==> src/rtl/par_checking_sink_pkg.sv <==
// Shared definitions for the par_checking_sink NoC local-port consumer.
//
// Contents:
//   HDR_SZ / PL_SZ / ADDR_SZ : flit field widths; flit = {hdr, payload, dest}
//   FLIT_W                   : total flit width
//   sink_state_t             : 2-bit drain FSM encoding (IDLE / DRAIN / STALL)
//   lfsr_step()              : one step of the 8-bit Fibonacci drain-gate LFSR
//
// Optional feature macro used by the top level: SINK_LATENCY_EN.
package par_checking_sink_pkg;

    localparam int HDR_SZ  = 2;
    localparam int PL_SZ   = 24;
    localparam int ADDR_SZ = 4;
    localparam int FLIT_W  = HDR_SZ + PL_SZ + ADDR_SZ;

    typedef enum logic [1:0] {
        SINK_ST_IDLE  = 2'd0,   // buffer empty
        SINK_ST_DRAIN = 2'd1,   // buffer non-empty, pop head this cycle
        SINK_ST_STALL = 2'd2    // buffer non-empty, drain gate closed
    } sink_state_t;

    // Taps 8,6,5,4 (maximal length); state shifts towards the MSB and the
    // feedback enters at bit 0. A non-zero seed never reaches zero.
    function automatic logic [7:0] lfsr_step(input logic [7:0] l);
        return {l[6:0], l[7] ^ l[5] ^ l[4] ^ l[3]};
    endfunction

endpackage

==> src/rtl/par_checking_sink_fifo.sv <==
// Flit buffer for par_checking_sink: circular buffer, DEPTH entries of WIDTH
// bits, DEPTH a power of two so the pointers wrap naturally.
//
// Ports:
//   clk, reset  : clock, synchronous active-high reset (empties the buffer)
//   push        : write wr_data at the tail (ignored when full)
//   pop         : drop the head entry (ignored when empty)
//   wr_data     : data written on push
//   rd_data     : current head entry (valid whenever count != 0)
//   count       : registered occupancy
//   count_next  : occupancy after this cycle's push/pop
//
// A pop does not make room for a push in the same cycle when full: the
// write is refused based on the registered occupancy.
module par_checking_sink_fifo #(
    parameter int WIDTH = 8,
    parameter int DEPTH = 4
) (
    input  logic                     clk,
    input  logic                     reset,
    input  logic                     push,
    input  logic                     pop,
    input  logic [WIDTH-1:0]         wr_data,
    output logic [WIDTH-1:0]         rd_data,
    output logic [$clog2(DEPTH):0]   count,
    output logic [$clog2(DEPTH):0]   count_next
);

    localparam int AW = $clog2(DEPTH);
    localparam logic [AW:0] FULL = DEPTH[AW:0];

    logic [WIDTH-1:0] mem [DEPTH];
    logic [AW-1:0]    wr_ptr;
    logic [AW-1:0]    rd_ptr;
    logic [AW:0]      cnt_q;
    logic             do_push;
    logic             do_pop;

    assign do_push = push && (cnt_q != FULL);
    assign do_pop  = pop && (cnt_q != '0);

    always_comb begin
        count_next = cnt_q;
        case ({do_push, do_pop})
            2'b10:   count_next = cnt_q + {{AW{1'b0}}, 1'b1};
            2'b01:   count_next = cnt_q - {{AW{1'b0}}, 1'b1};
            default: count_next = cnt_q;
        endcase
    end

    always_ff @(posedge clk) begin
        if (reset) begin
            wr_ptr <= '0;
            rd_ptr <= '0;
            cnt_q  <= '0;
        end else begin
            if (do_push) wr_ptr <= wr_ptr + {{(AW-1){1'b0}}, 1'b1};
            if (do_pop)  rd_ptr <= rd_ptr + {{(AW-1){1'b0}}, 1'b1};
            cnt_q <= count_next;
        end
    end

    // Storage carries no reset; contents are only observed while count != 0.
    always_ff @(posedge clk) begin
        if (do_push) mem[wr_ptr] <= wr_data;
    end

    assign rd_data = mem[rd_ptr];
    assign count   = cnt_q;

endmodule

==> src/rtl/par_checking_sink.sv <==
// par_checking_sink: local-port consumer for one NoC node. Buffers flits
// from the router local output, drains them at a rate set by an 8-bit LFSR
// "hospitality" gate, checks each drained flit's destination against ID and
// keeps saturating traffic statistics.
//
// Parameters: ID (expected dest), SINK_HOSP (0..255 drain probability,
// 255 = every cycle), DEPTH (buffer depth, power of 2, >= 2), TS_W
// (timestamp width in payload LSBs).
//
// Ports:
//   clk, reset   : node clock, synchronous active-high reset
//   in_data      : incoming flit {hdr, payload, dest}
//   in_valid     : flit present; transferred on a clock edge when !busy
//   busy         : buffer full; upstream must hold its flit
//   out_data     : flit drained this cycle (held between pulses)
//   out_valid    : one-cycle pulse per drained flit
//   rx_count     : drained flits, saturating
//   err_count    : drained flits whose dest != ID, saturating
//   err_flag     : sticky, set by the first misrouted flit
//   lat_sum      : saturating sum of flit latencies
//   lat_max      : largest flit latency seen
//   state        : drain FSM state (sink_state_t encoding)
//
// Handshake: in_valid/busy form a valid/ready pair with ready = !busy; a flit
// moves on the rising edge where in_valid is high and busy is low, otherwise
// the upstream keeps the same flit on in_data.
//
// Build option: define SINK_LATENCY_EN to add a free-running TS_W timestamp
// counter; at pop, latency = now - payload[TS_W-1:0] (mod 2^TS_W). Without
// it lat_sum and lat_max are constant zero.
module par_checking_sink
    import par_checking_sink_pkg::*;
#(
    parameter int ID        = 0,
    parameter int SINK_HOSP = 255,
    parameter int DEPTH     = 4,
    parameter int TS_W      = 16
) (
    input  logic              clk,
    input  logic              reset,
    input  logic [FLIT_W-1:0] in_data,
    input  logic              in_valid,
    output logic              busy,
    output logic [FLIT_W-1:0] out_data,
    output logic              out_valid,
    output logic [19:0]       rx_count,
    output logic [15:0]       err_count,
    output logic              err_flag,
    output logic [31:0]       lat_sum,
    output logic [TS_W-1:0]   lat_max,
    output logic [1:0]        state
);

    localparam int CW = $clog2(DEPTH) + 1;
    localparam logic [CW-1:0]      FULL      = DEPTH[CW-1:0];
    localparam logic [7:0]         ID_PLUS1  = 8'(ID + 1);
    // The LFSR must never hold zero, so an ID of 255 seeds with 1 instead.
    localparam logic [7:0]         LFSR_SEED = (ID_PLUS1 == 8'd0) ? 8'd1 : ID_PLUS1;
    localparam logic [ADDR_SZ-1:0] MY_ADDR   = ADDR_SZ'(ID);

    logic [FLIT_W-1:0] head;
    logic [CW-1:0]     fifo_count;
    logic [CW-1:0]     fifo_count_next;
    logic              push;
    logic              pop;
    logic [7:0]        lfsr;
    logic [7:0]        lfsr_next;
    logic              go_next;
    sink_state_t       st_q;
    sink_state_t       st_d;

    function automatic logic hosp_go(input logic [7:0] l);
        return (SINK_HOSP >= 255) || (int'(l) < SINK_HOSP);
    endfunction

    // busy comes straight from the registered occupancy, so a pop in the
    // same cycle never opens the door for a push while full.
    assign busy  = (fifo_count == FULL);
    assign push  = in_valid && !busy;
    assign pop   = (st_q == SINK_ST_DRAIN);
    assign state = st_q;

    par_checking_sink_fifo #(
        .WIDTH (FLIT_W),
        .DEPTH (DEPTH)
    ) u_fifo (
        .clk        (clk),
        .reset      (reset),
        .push       (push),
        .pop        (pop),
        .wr_data    (in_data),
        .rd_data    (head),
        .count      (fifo_count),
        .count_next (fifo_count_next)
    );

    // Drain gate: the LFSR steps every cycle; the gate for the coming cycle
    // is taken from the value the LFSR will hold then.
    assign lfsr_next = lfsr_step(lfsr);
    assign go_next   = hosp_go(lfsr_next);

    always_ff @(posedge clk) begin
        if (reset) lfsr <= LFSR_SEED;
        else       lfsr <= lfsr_next;
    end

    // The state register describes the coming cycle: DRAIN means the head
    // is popped at the end of that cycle. Deciding from the post-update
    // occupancy puts the first pop one cycle after the first write.
    always_ff @(posedge clk) begin
        if (reset) st_q <= SINK_ST_IDLE;
        else       st_q <= st_d;
    end

    always_comb begin
        st_d = SINK_ST_IDLE;
        if (fifo_count_next != '0) begin
            st_d = go_next ? SINK_ST_DRAIN : SINK_ST_STALL;
        end
    end

    // Output tap, destination check and traffic counters.
    always_ff @(posedge clk) begin
        if (reset) begin
            out_valid <= 1'b0;
            out_data  <= '0;
            rx_count  <= '0;
            err_count <= '0;
            err_flag  <= 1'b0;
        end else begin
            out_valid <= pop;
            if (pop) begin
                out_data <= head;
                if (rx_count != '1) rx_count <= rx_count + 20'd1;
                if (head[ADDR_SZ-1:0] != MY_ADDR) begin
                    if (err_count != '1) err_count <= err_count + 16'd1;
                    err_flag <= 1'b1;
                end
            end
        end
    end

`ifdef SINK_LATENCY_EN
    logic [TS_W-1:0] ts_q;
    logic [TS_W-1:0] lat;
    logic [32:0]     sum_ext;

    // Modulo subtraction handles timestamp wrap for latencies < 2^TS_W.
    assign lat     = ts_q - head[ADDR_SZ +: TS_W];
    assign sum_ext = {1'b0, lat_sum} + 33'(lat);

    always_ff @(posedge clk) begin
        if (reset) begin
            ts_q    <= '0;
            lat_sum <= '0;
            lat_max <= '0;
        end else begin
            ts_q <= ts_q + TS_W'(1);
            if (pop) begin
                lat_sum <= sum_ext[32] ? 32'hFFFF_FFFF : sum_ext[31:0];
                if (lat > lat_max) lat_max <= lat;
            end
        end
    end
`else
    assign lat_sum = '0;
    assign lat_max = '0;
`endif

endmodule

==> config.mk <==
export PLATFORM = sky130hd
export DESIGN_NAME = par_checking_sink
export DESIGN_NICKNAME = d
export VERILOG_FILES = /design/src/rtl/par_checking_sink_pkg.sv /design/src/rtl/par_checking_sink_fifo.sv /design/src/rtl/par_checking_sink.sv
export SDC_FILE = /design/constraint.sdc
export NUM_CORES = 1
export LEC_CHECK = 0
export BUFFER_PORTS_ARGS = -buffer_cell sky130_fd_sc_hd__buf_2
export CAP_MARGIN = 30
export CORE_MARGIN = 2
export CORE_UTILIZATION = 55
export DETAILED_ROUTE_END_ITERATION = 12
export GPL_TIMING_DRIVEN = 1
export PLACE_DENSITY = 0.79
export SKIP_CTS_REPAIR_TIMING = 1
export SYNTH_ARGS = -nofsm -noshare
export SYNTH_HDL_FRONTEND = slang
export SYNTH_HIERARCHICAL = 1
export SYNTH_SLANG_ARGS = --single-unit
export TNS_END_PERCENT = 1
==> constraint.sdc <==
create_clock -name clk -period 2.7 [get_ports clk]
set_clock_uncertainty 0.05 [all_clocks]
set_input_delay 0.675 -clock clk [delete_from_list [all_inputs] [get_ports clk]]
set_output_delay 0.675 -clock clk [all_outputs]
set_load 0.01 [all_outputs]
==> results of run 1 <==
==> metrics by stage <==
step	cells	utilization, %
final	891	64.0
after floorplan	624	-
after global placement	857	60.1
after global routing	889	64.0
after CTS	889	63.9
after detailed placement	857	60.1
==> layout make-up <==
class / count / area [um2] / share of cell area [%]
antenna: 2 / 5.00 / 0.0540
clock buffer: 19 / 443 / 4.78
clock inverter: 13 / 116 / 1.26
inverter: 8 / 30.0 / 0.324
multi-input combinational: 348 / 2640 / 28.4
sequential: 198 / 5170 / 55.8
tap: 184 / 230 / 2.48
timing repair buffer: 119 / 638 / 6.89
==> routing by layer <==
layer	track usage (%)	part of all wire (%)	up-vias
met5	0	0	-
met4	7.39	1.5	0
met3	5.48	7.1	24
met2	34.8	51	185
met1	25.7	40	2426
li1	-	-	2259
==> how the worst max path moves through the flow <==
stage | endpoint | cells after the start
global route | u_fifo/count[2] | 11
global placement | u_fifo/count[2] | 11
detailed placement | u_fifo/count[2] | 11
floorplan | u_fifo/count[2] | 11
finish | u_fifo/count[2] | 11
CTS | u_fifo/count[2] | 11
==> flip-flops by register name, indices dropped and copies added, names as in the netlist, named ones only <==
| name | cells |
|---|---|
| u_fifo/mem | 120 |
| u_fifo/count | 3 |
| state | 1 |
| rx_count | 20 |
| out_valid | 1 |
| u_fifo/rd_ptr | 2 |
| out_data | 30 |
| err_flag | 1 |
| u_fifo/wr_ptr | 2 |
| err_count | 16 |
==> cell families (layout without fill, tap and decap cells) <==
| logic type | Yosys count | in the layout | synth area share [%] |
|---|---|---|---|
| DFF | 198 | 198 | 63.4 |
| other | 1 | 51 | 0.0461 |
| and+or+nand+nor | 168 | 168 | 10.3 |
| adders and majority gates | 8 | 8 | 1.32 |
| muxes | 71 | 71 | 13.4 |
| xor gates and xnor gates | 23 | 23 | 2.57 |
| AOI/OAI and AO/OA | 29 | 29 | 2.46 |
| buffers and inverters | 78 | 159 | 6.53 |
==> synth_stat cells, types with 4 or more instances <==
library cell  number
a21oi_1           13
and2_1             4
and3_1             6
and4_1             4
buf_2              7
buf_4             50
clkbuf_1           8
dfxtp_1           78
edfxtp_1         120
ha_1               7
inv_1              7
mux2i_1           39
mux4_2            30
nand2_1           14
nand3_1           20
nand4_1            8
nor2_1            76
nor2b_1            4
nor3_1            14
xnor2_1           13
xor2_1             9
==> worst max-delay path: cells and delay by family, from the launching register on <==
family / cells / cell delay (ns)
flops: 1 / 0.49
fa+ha+maj: 2 / 0.56
simple gates: 3 / 0.50
mux: 1 / 0.35
buf+inv: 3 / 0.25
xor+xnor: 1 / 0.15
compound gates: 1 / 0.06
==> power groups by stage <==
stage | clock network (mW) | registers (mW) | logic, mW
global route | 2.52 | 3.99 | 2.10
CTS | 2.41 | 3.95 | 1.94
global placement | 0 | 3.97 | 1.85
floorplan | 0 | 4.01 | 1.37
finish | 2.37 | 3.94 | 1.90
detailed placement | 0 | 4.01 | 1.93
==> results_dict.tcl, run 1 <==
set metrics [dict create \
    synth.avg_cell_area_um2 14.1 \
    cts_buffers 17 \
    fin_total_pwr_mw 8.21 \
    synth_area_leaders "edfxtp_1 (44%), dfxtp_1 (19%), mux4_2 (8.3%)" \
    cts_tree "done" \
    fin_crit_sh_pct 93.6 \
    power_density_nw_per_um2 886 \
    grt_overflow 0 \
    synthArstFlopShare_pct 0 \
    crit_type "register to register" \
    dr.pass1.iters 5 \
    die_x_um 126 \
    final_area_um2 9270 \
    routed_wl_mm 15.6 \
    p_comb_share_pct 23.2 \
    max_freq_ghz 0.396 \
    rsz0062_at_grt "no" \
    synth_cells 576 \
    intPower_mw 5.81 \
    detail-route-antenna-nets 0 \
    hold_viol_final 0 \
    cp.required_ns 2.98 \
    n_fill_cell 1044 \
    worstPathCellList "nor3b_2, nor2b_1, inv_1, a31oi_4, inv_1, ha_1, inv_1, fa_1, xor2_1, nor2_1, mux2_2" \
    cts_buffer_depth 2 \
    min_path_cells 1 \
    viasPerCell 5.49 \
    dpl.hpwl_mm 10.5 \
    max-vdd-ir-drop_mv 0.648 \
    grt_max_degree 33 \
    dieArea_um2 15800 \
    layout_setup_ws_ns 0.173 \
    crit_slowest_cell "dfxtp_1" \
    tightest_slew_ns 0.710 \
    mostFrequentLayoutCell "edfxtp_1" \
    num_vias 4894 \
    hold_end "u_fifo/mem[1][3]" \
    die-height_um 126 \
    post_synth_num_cell_types 52 \
    grt_pass1_wl_mm 25.0 \
    slew_viol_final 0 \
    drtIter0Drc 347 \
    globalRouteTotalUtil_pct 20.5 \
    crit_fanout 7 \
    critPathLaunchType "register" \
    slew_headroom_pct 52.4 \
    layout.nets 733 \
    r2r_start "u_fifo/count[2]" \
    sw_frac_of_total_pct 29.3 \
    cts_sinks 198 \
    drive_gt1_share_pct 28.7 \
    fin_crit_ns 2.53 \
    routabilityCongestion 0.855 \
    boundaryPins 152 \
    power_switching_mw 2.41 \
    hold_path_class "primary input to register" \
    ff2ff_setup_slack_ns 0.17 \
    synth_area_um2 8140 \
    io_buffers 102 \
    clkLatencyLatePin_ns 0.44 \
    worst_hold_startpoint "in_data[3]" \
    placeableCoreArea_um2 14500 \
    ctsRootBufferMaster "clkbuf_16" \
    final_cell_mix "edfxtp_1 (120), buf_2 (102), nor2_1 (76), dfxtp_1 (76), conb_1 (49)" \
    path_clk_slew_ns 0.07 \
    setup-tns-final_ns 0 \
    ys_ff_latch 198 \
    outcome "finished clean" \
    crit_top_cell "inv_1" \
    place_area_um2 8700 \
    grt_pass1_vias 4870 \
    route.detailed.drc 0 \
    initial_core_util_pct 56.2 \
    leakage_nw 3.54 \
    syn_to_final_growth_pct 13.8 \
    share_seq_of_total_power_pct 48.0 \
    antenna_found_initial 2 \
    clockPowerShare_pct 28.8 \
    worstReg2RegEnd "u_fifo/count[2]" \
    pre_cts_ws_ns 0.0796 \
    ff2ff_path_depth 11 \
    setup_viol_count_final 0 \
    critical_path.endpoint_type "register" \
    crit_arrival_ns 2.81 \
    avgRoutedWirePerCell_um 17.5 \
    cap_violations 0 \
    synth_flop_cell "edfxtp_1" \
    slowest_delay_ns 0.49 \
    holdWs_ns 0.400 \
    rows 44 \
    synth_edf_count 120 \
    setup.worst_path.start "u_fifo/count[2]" \
    synth_top_cell_area_share_pct 44.3 \
    yosys_warnings 6 \
    seq_area_frac_synth_pct 63.4 \
    htreeDepth 4 \
    synth_top_area_cell "edfxtp_1" \
]
Note: power is estimated with default switching activity, not from simulation.
==> inputs of run 2 (changes only) <==
- CORE_UTILIZATION: 55 -> 40
- PLACE_DENSITY: 0.79 -> default
==> run 2 against run 1 <==
Flip-flop and latch count is the same; worst setup slack lost 0.018 ns; sequential power is essentially flat; final area grew 1.9%; final cell count grew 9.2%; first-iteration DRC count shrank 40%; critical path depth is the same; combinational power is essentially flat; global-route usage shrank 5.4 points; core utilization shrank 17 points; critical endpoint unchanged; largest cell class unchanged.
==> results_dict.tcl, run 2 (synthesis results as in run 1) <==
set metrics [dict create \
    outcome "finished clean" \
    route.detailed.drc 0 \
    worstReg2RegEnd "u_fifo/count[2]" \
    cts_buffer_depth 2 \
    rsz0062_at_grt "no" \
    grt_max_degree 49 \
    cts_sinks 198 \
    grt_pass1_vias 4856 \
    clkLatencyLatePin_ns 0.44 \
    crit_arrival_ns 2.82 \
    n_fill_cell 1785 \
    num_vias 4765 \
    boundaryPins 152 \
    final_area_um2 9440 \
    layout.nets 729 \
    syn_to_final_growth_pct 15.9 \
    rows 52 \
    clockPowerShare_pct 30.0 \
    final_core_util_pct 47.0 \
    fin_crit_sh_pct 94.3 \
    avgRoutedWirePerCell_um 16.1 \
    hold_viol_final 0 \
    critPathLaunchType "register" \
    max-vdd-ir-drop_mv 0.460 \
    largest_reg_flops 120 \
    p_comb_share_pct 23.1 \
    sw_frac_of_total_pct 29.3 \
    grt_overflow 0 \
    hold_end "u_fifo/mem[3][13]" \
    intPower_mw 5.91 \
    slew_viol_final 0 \
    reg_top3 "u_fifo/mem (120), out_data (30), rx_count (20)" \
    routabilityCongestion 0.772 \
    ctsRootBufferMaster "clkbuf_16" \
    leakage_nw 3.56 \
    dp.cells 939 \
    ff2ff_setup_slack_ns 0.15 \
    regMostFlops "u_fifo/mem" \
    initial_core_util_pct 40.5 \
    share_seq_of_total_power_pct 46.9 \
    critical_path.endpoint_type "register" \
    crit_top_cell "inv_1" \
    die_x_um 147 \
    path_clk_slew_ns 0.07 \
    viasPerCell 4.90 \
    dpl.hpwl_mm 10.1 \
    power_density_nw_per_um2 885 \
    dieArea_um2 21500 \
    power_switching_mw 2.45 \
    hold_path_class "primary input to register" \
    place_area_um2 8840 \
    crit_slowest_cell "dfxtp_1" \
    placeableCoreArea_um2 20100 \
    detail-route-antenna-nets 0 \
    slew_headroom_pct 62.6 \
    routed_wl_mm 15.7 \
    die-height_um 147 \
    fin_crit_ns 2.55 \
    globalRouteTotalUtil_pct 15.2 \
    htreeDepth 4 \
    ff2ff_path_depth 11 \
    worst_hold_startpoint "in_data[13]" \
    setup-tns-final_ns 0 \
    mostFrequentLayoutCell "edfxtp_1" \
    fin_cells 973 \
    drive_gt1_share_pct 28.4 \
    drtIter0Drc 209 \
    final_cell_mix "edfxtp_1 (120), buf_2 (102), nor2_1 (76)" \
    crit_type "register to register" \
    tightest_slew_ns 0.559 \
    crit_fanout 7 \
    grt_pass1_wl_mm 25.2 \
    cp.required_ns 2.98 \
    dr.pass1.iters 4 \
    cap_violations 0 \
    slowest_delay_ns 0.48 \
    worstPathCellList "nor3b_2, nor2b_1, inv_1, a31oi_4, inv_1, ha_1, inv_1, fa_1, xor2_1, nor2_1, mux2_2" \
    max_freq_ghz 0.393 \
    cts_buffers 17 \
    holdWs_ns 0.398 \
    cts_tree "done" \
    io_buffers 102 \
    antenna_found_initial 5 \
    r2r_start "u_fifo/count[2]" \
    min_path_cells 1 \
    setup_viol_count_final 0 \
]
## run 2: how the worst max path moves through the flow
stage	start	endpoint	cells past startpoint
after global placement	in_valid	u_fifo/count[2]	11
final	u_fifo/count[2]	u_fifo/count[2]	11
after CTS	u_fifo/count[2]	u_fifo/count[2]	11
after detailed placement	in_valid	u_fifo/count[2]	11
after floorplan	u_fifo/count[2]	u_fifo/count[2]	11
after global routing	u_fifo/count[2]	u_fifo/count[2]	11
## run 2: power groups by stage
stage | Combinational (mW) | Clock, mW | Sequential, mW
floorplan | 1.37 | 0 | 4.01
global placement | 1.91 | 0 | 3.96
detailed placement | 1.96 | 0 | 3.99
CTS | 1.97 | 2.56 | 3.92
global route | 2.13 | 2.70 | 3.98
finish | 1.93 | 2.50 | 3.92
## run 2: worst max-delay path, delay by kind of cell, from the launching register on
kind / cells / cell delay, ns
DFF: 1 / 0.48
AOI/OAI and AO/OA: 1 / 0.07
xor gates and xnor gates: 1 / 0.15
muxes: 1 / 0.36
and+or+nand+nor: 3 / 0.49
adders and majority gates: 2 / 0.56
buffers and inverters: 3 / 0.28
## run 2: layout make-up
cell class	instances	area [um2]	share of cell area (%)
repair buffers	115	671	7.10
clock inverters	14	163	1.72
diodes	3	7.51	0.0795
flip-flops and latches	198	5170	54.8
multi-input cells	348	2640	27.9
inverters	8	30.0	0.318
clock buffers	17	425	4.51
well taps	270	338	3.58
## run 2: metrics by stage
| step | total power [mW] | worst slack [ns] |
|---|---|---|
| 6_report | 8.35 | 0.155 |
| 5_1_grt | 8.80 | 0.0157 |
| 4_1_cts | 8.46 | 0.123 |
| 3_5_place_dp | 5.95 | 0.0786 |
| 3_3_place_gp | 5.88 | 0.172 |
| 2_1_floorplan | 5.38 | 0.169 |
## run 2: metal layers
metal | vias up | GRT usage, % | share of wire, %
met2 | 159 | 25.5 | 50
met1 | 2328 | 18.0 | 41
li1 | 2248 | - | -
met4 | 4 | 6.02 | 2.0
met5 | - | 0 | 0.14
met3 | 26 | 5.09 | 7.1
==> inputs of run 3 (changes only) <==
==> constraint.sdc (replaced) <==
create_clock -name clk -period 2.7 [get_ports clk]
set_clock_uncertainty 0.05 [all_clocks]
set_input_delay 0.405 -clock clk [delete_from_list [all_inputs] [get_ports clk]]
set_output_delay 0.405 -clock clk [all_outputs]
set_load 0.01 [all_outputs]
==> run 3 against run 2 <==
Core utilization barely moved; sequential power barely moved; worst setup slack improved by 0.079 ns; sequential share of layout area barely moved; fmax rose by 3.2%; via count fell by 0.50%; clock-buffer cell count did not move; die area did not move; non-clock buffer count fell by 1; critical endpoint unchanged.
==> results_dict.tcl, run 3 (synthesis results as in run 1) <==
set metrics [dict create \
    outcome "finished clean" \
    fin_cells 973 \
    routabilityCongestion 0.842 \
    cts_sinks 198 \
    worstReg2RegEnd "u_fifo/count[2]" \
    crit_arrival_ns 2.74 \
    dp.cells 938 \
    grt_max_degree 49 \
    slew_viol_final 0 \
    rsz0062_at_grt "no" \
    dr.pass1.iters 4 \
    crit_top_cell "inv_1" \
    crit_end "u_fifo/count[2]" \
    fin_crit_ns 2.47 \
    crit_type "register to register" \
    grt_pass1_vias 4776 \
    largest_reg_flops 120 \
    cap_violations 0 \
    slew_headroom_pct 51.3 \
    fin_crit_sh_pct 91.4 \
    num_vias 4741 \
    route.detailed.drc 0 \
    setup-tns-final_ns 0 \
    initial_core_util_pct 40.5 \
    critPathLaunchType "register" \
    r2r_start "u_fifo/count[2]" \
    cp.required_ns 2.97 \
    setup_viol_count_final 0 \
    die_x_um 147 \
    crit_fanout 7 \
    viasPerCell 4.87 \
    critical_path.endpoint_type "register" \
    rows 52 \
    htreeDepth 4 \
    hold_viol_final 0 \
    layout.nets 728 \
    path_clk_slew_ns 0.08 \
    drtIter0Drc 195 \
    dieArea_um2 21500 \
    ff2ff_path_depth 11 \
    grt_overflow 0 \
    cts_buffers 17 \
    die-height_um 147 \
    mostFrequentLayoutCell "edfxtp_1" \
    reg_top3 "u_fifo/mem (120), out_data (30), rx_count (20)" \
    boundaryPins 152 \
    globalRouteTotalUtil_pct 15.0 \
    power_density_nw_per_um2 882 \
    slowest_delay_ns 0.41 \
    detail-route-antenna-nets 0 \
    ctsRootBufferMaster "clkbuf_16" \
    hold_path_class "primary input to register" \
    avgRoutedWirePerCell_um 16.0 \
    ff2ff_setup_slack_ns 0.23 \
    fin_total_pwr_mw 8.32 \
    regMostFlops "u_fifo/mem" \
    tightest_slew_ns 0.730 \
    cts_buffer_depth 2 \
    placeableCoreArea_um2 20100 \
    drive_gt1_share_pct 28.3 \
    max-vdd-ir-drop_mv 0.539 \
    cts_tree "done" \
    clkLatencyLatePin_ns 0.43 \
    io_buffers 102 \
    crit_slowest_cell "dfxtp_2" \
    routed_wl_mm 15.6 \
    leakage_nw 3.55 \
    max_freq_ghz 0.405 \
    worstPathCellList "nor3b_1, nor2b_1, inv_1, a31oi_4, inv_1, ha_1, inv_1, fa_1, xor2_1, nor2_1, mux2_2" \
    grt_pass1_wl_mm 24.8 \
    antenna_found_initial 5 \
    syn_to_final_growth_pct 15.9 \
    final_cell_mix "edfxtp_1 (120), buf_2 (102), nor2_1 (76)" \
    dpl.hpwl_mm 10.4 \
    setup.worst_path.start "u_fifo/count[2]" \
]
-- run 3: cell types whose count changed in the layout (fill, tap and decap cells not counted), sizes merged --
cell	previous run	this run
inv	15	12
clkinv	4	8
buf	115	114
-- run 3: how the worst min path moves through the flow --
stage	start	to	slack [ns]	cells after the start
global placement	out_data[20]	out_data[20]	0.42	2
global route	in_data[9]	u_fifo/mem[2][9]	0.12	1
detailed placement	err_flag	err_flag	0.42	2
floorplan	u_fifo/wr_ptr[1]	u_fifo/wr_ptr[1]	0.43	2
CTS	in_data[13]	u_fifo/mem[3][13]	0.11	1
finish	in_data[21]	u_fifo/mem[2][21]	0.14	1
-- run 3: cell type report --
class / count / area (um2)
Antenna cell: 3 / 7.51
Clock buffer: 17 / 425
Clock inverter: 15 / 171
Fill cell: 1763 / 10700
Inverter: 8 / 30.0
Multi-Input combinational cell: 348 / 2630
Sequential cell: 198 / 5170
Tap cell: 270 / 338
Timing Repair Buffer: 114 / 663
-- run 3: stage by stage --
stage          hold WS (ns)  cell area (um2)  util, %  worst slack (ns)
2_1_floorplan         0.432             8320        -             0.169
3_3_place_gp          0.419             8830     43.9             0.296
3_5_place_dp          0.416             8830     43.9             0.158
4_1_cts               0.113             9430     46.9             0.153
5_1_grt               0.120             9430     46.9            0.0946
6_report              0.135             9440     46.9             0.233
-- run 3: report_power, final --
group | leakage, nW | internal [mW] | switching [mW]
logic | 1.53 | 0.901 | 1.02
clock network | 0.285 | 1.31 | 1.17
registers | 1.74 | 3.69 | 0.229
-- run 3: critical path, delay by kind of cell, from the launching register on --
family	cells	cell delay, ns
multiplexers	1	0.35
AO/OA/AOI/OAI	1	0.06
flip-flops	1	0.41
buffers and inverters	3	0.24
XOR/XNOR	1	0.15
AND/OR/NAND/NOR	3	0.55
adder cells (fa/ha/maj)	2	0.55
-- run 3: routing by layer --
layer	share of wire [%]	vias to the layer above	track usage (%)	wire length, um
met5	0.084	-	0	13
li1	-	2237	-	-
met2	51	161	25.8	7880
met4	1.5	2	5.68	232
met3	6.5	19	4.66	1010
met1	41	2322	17.5	6420
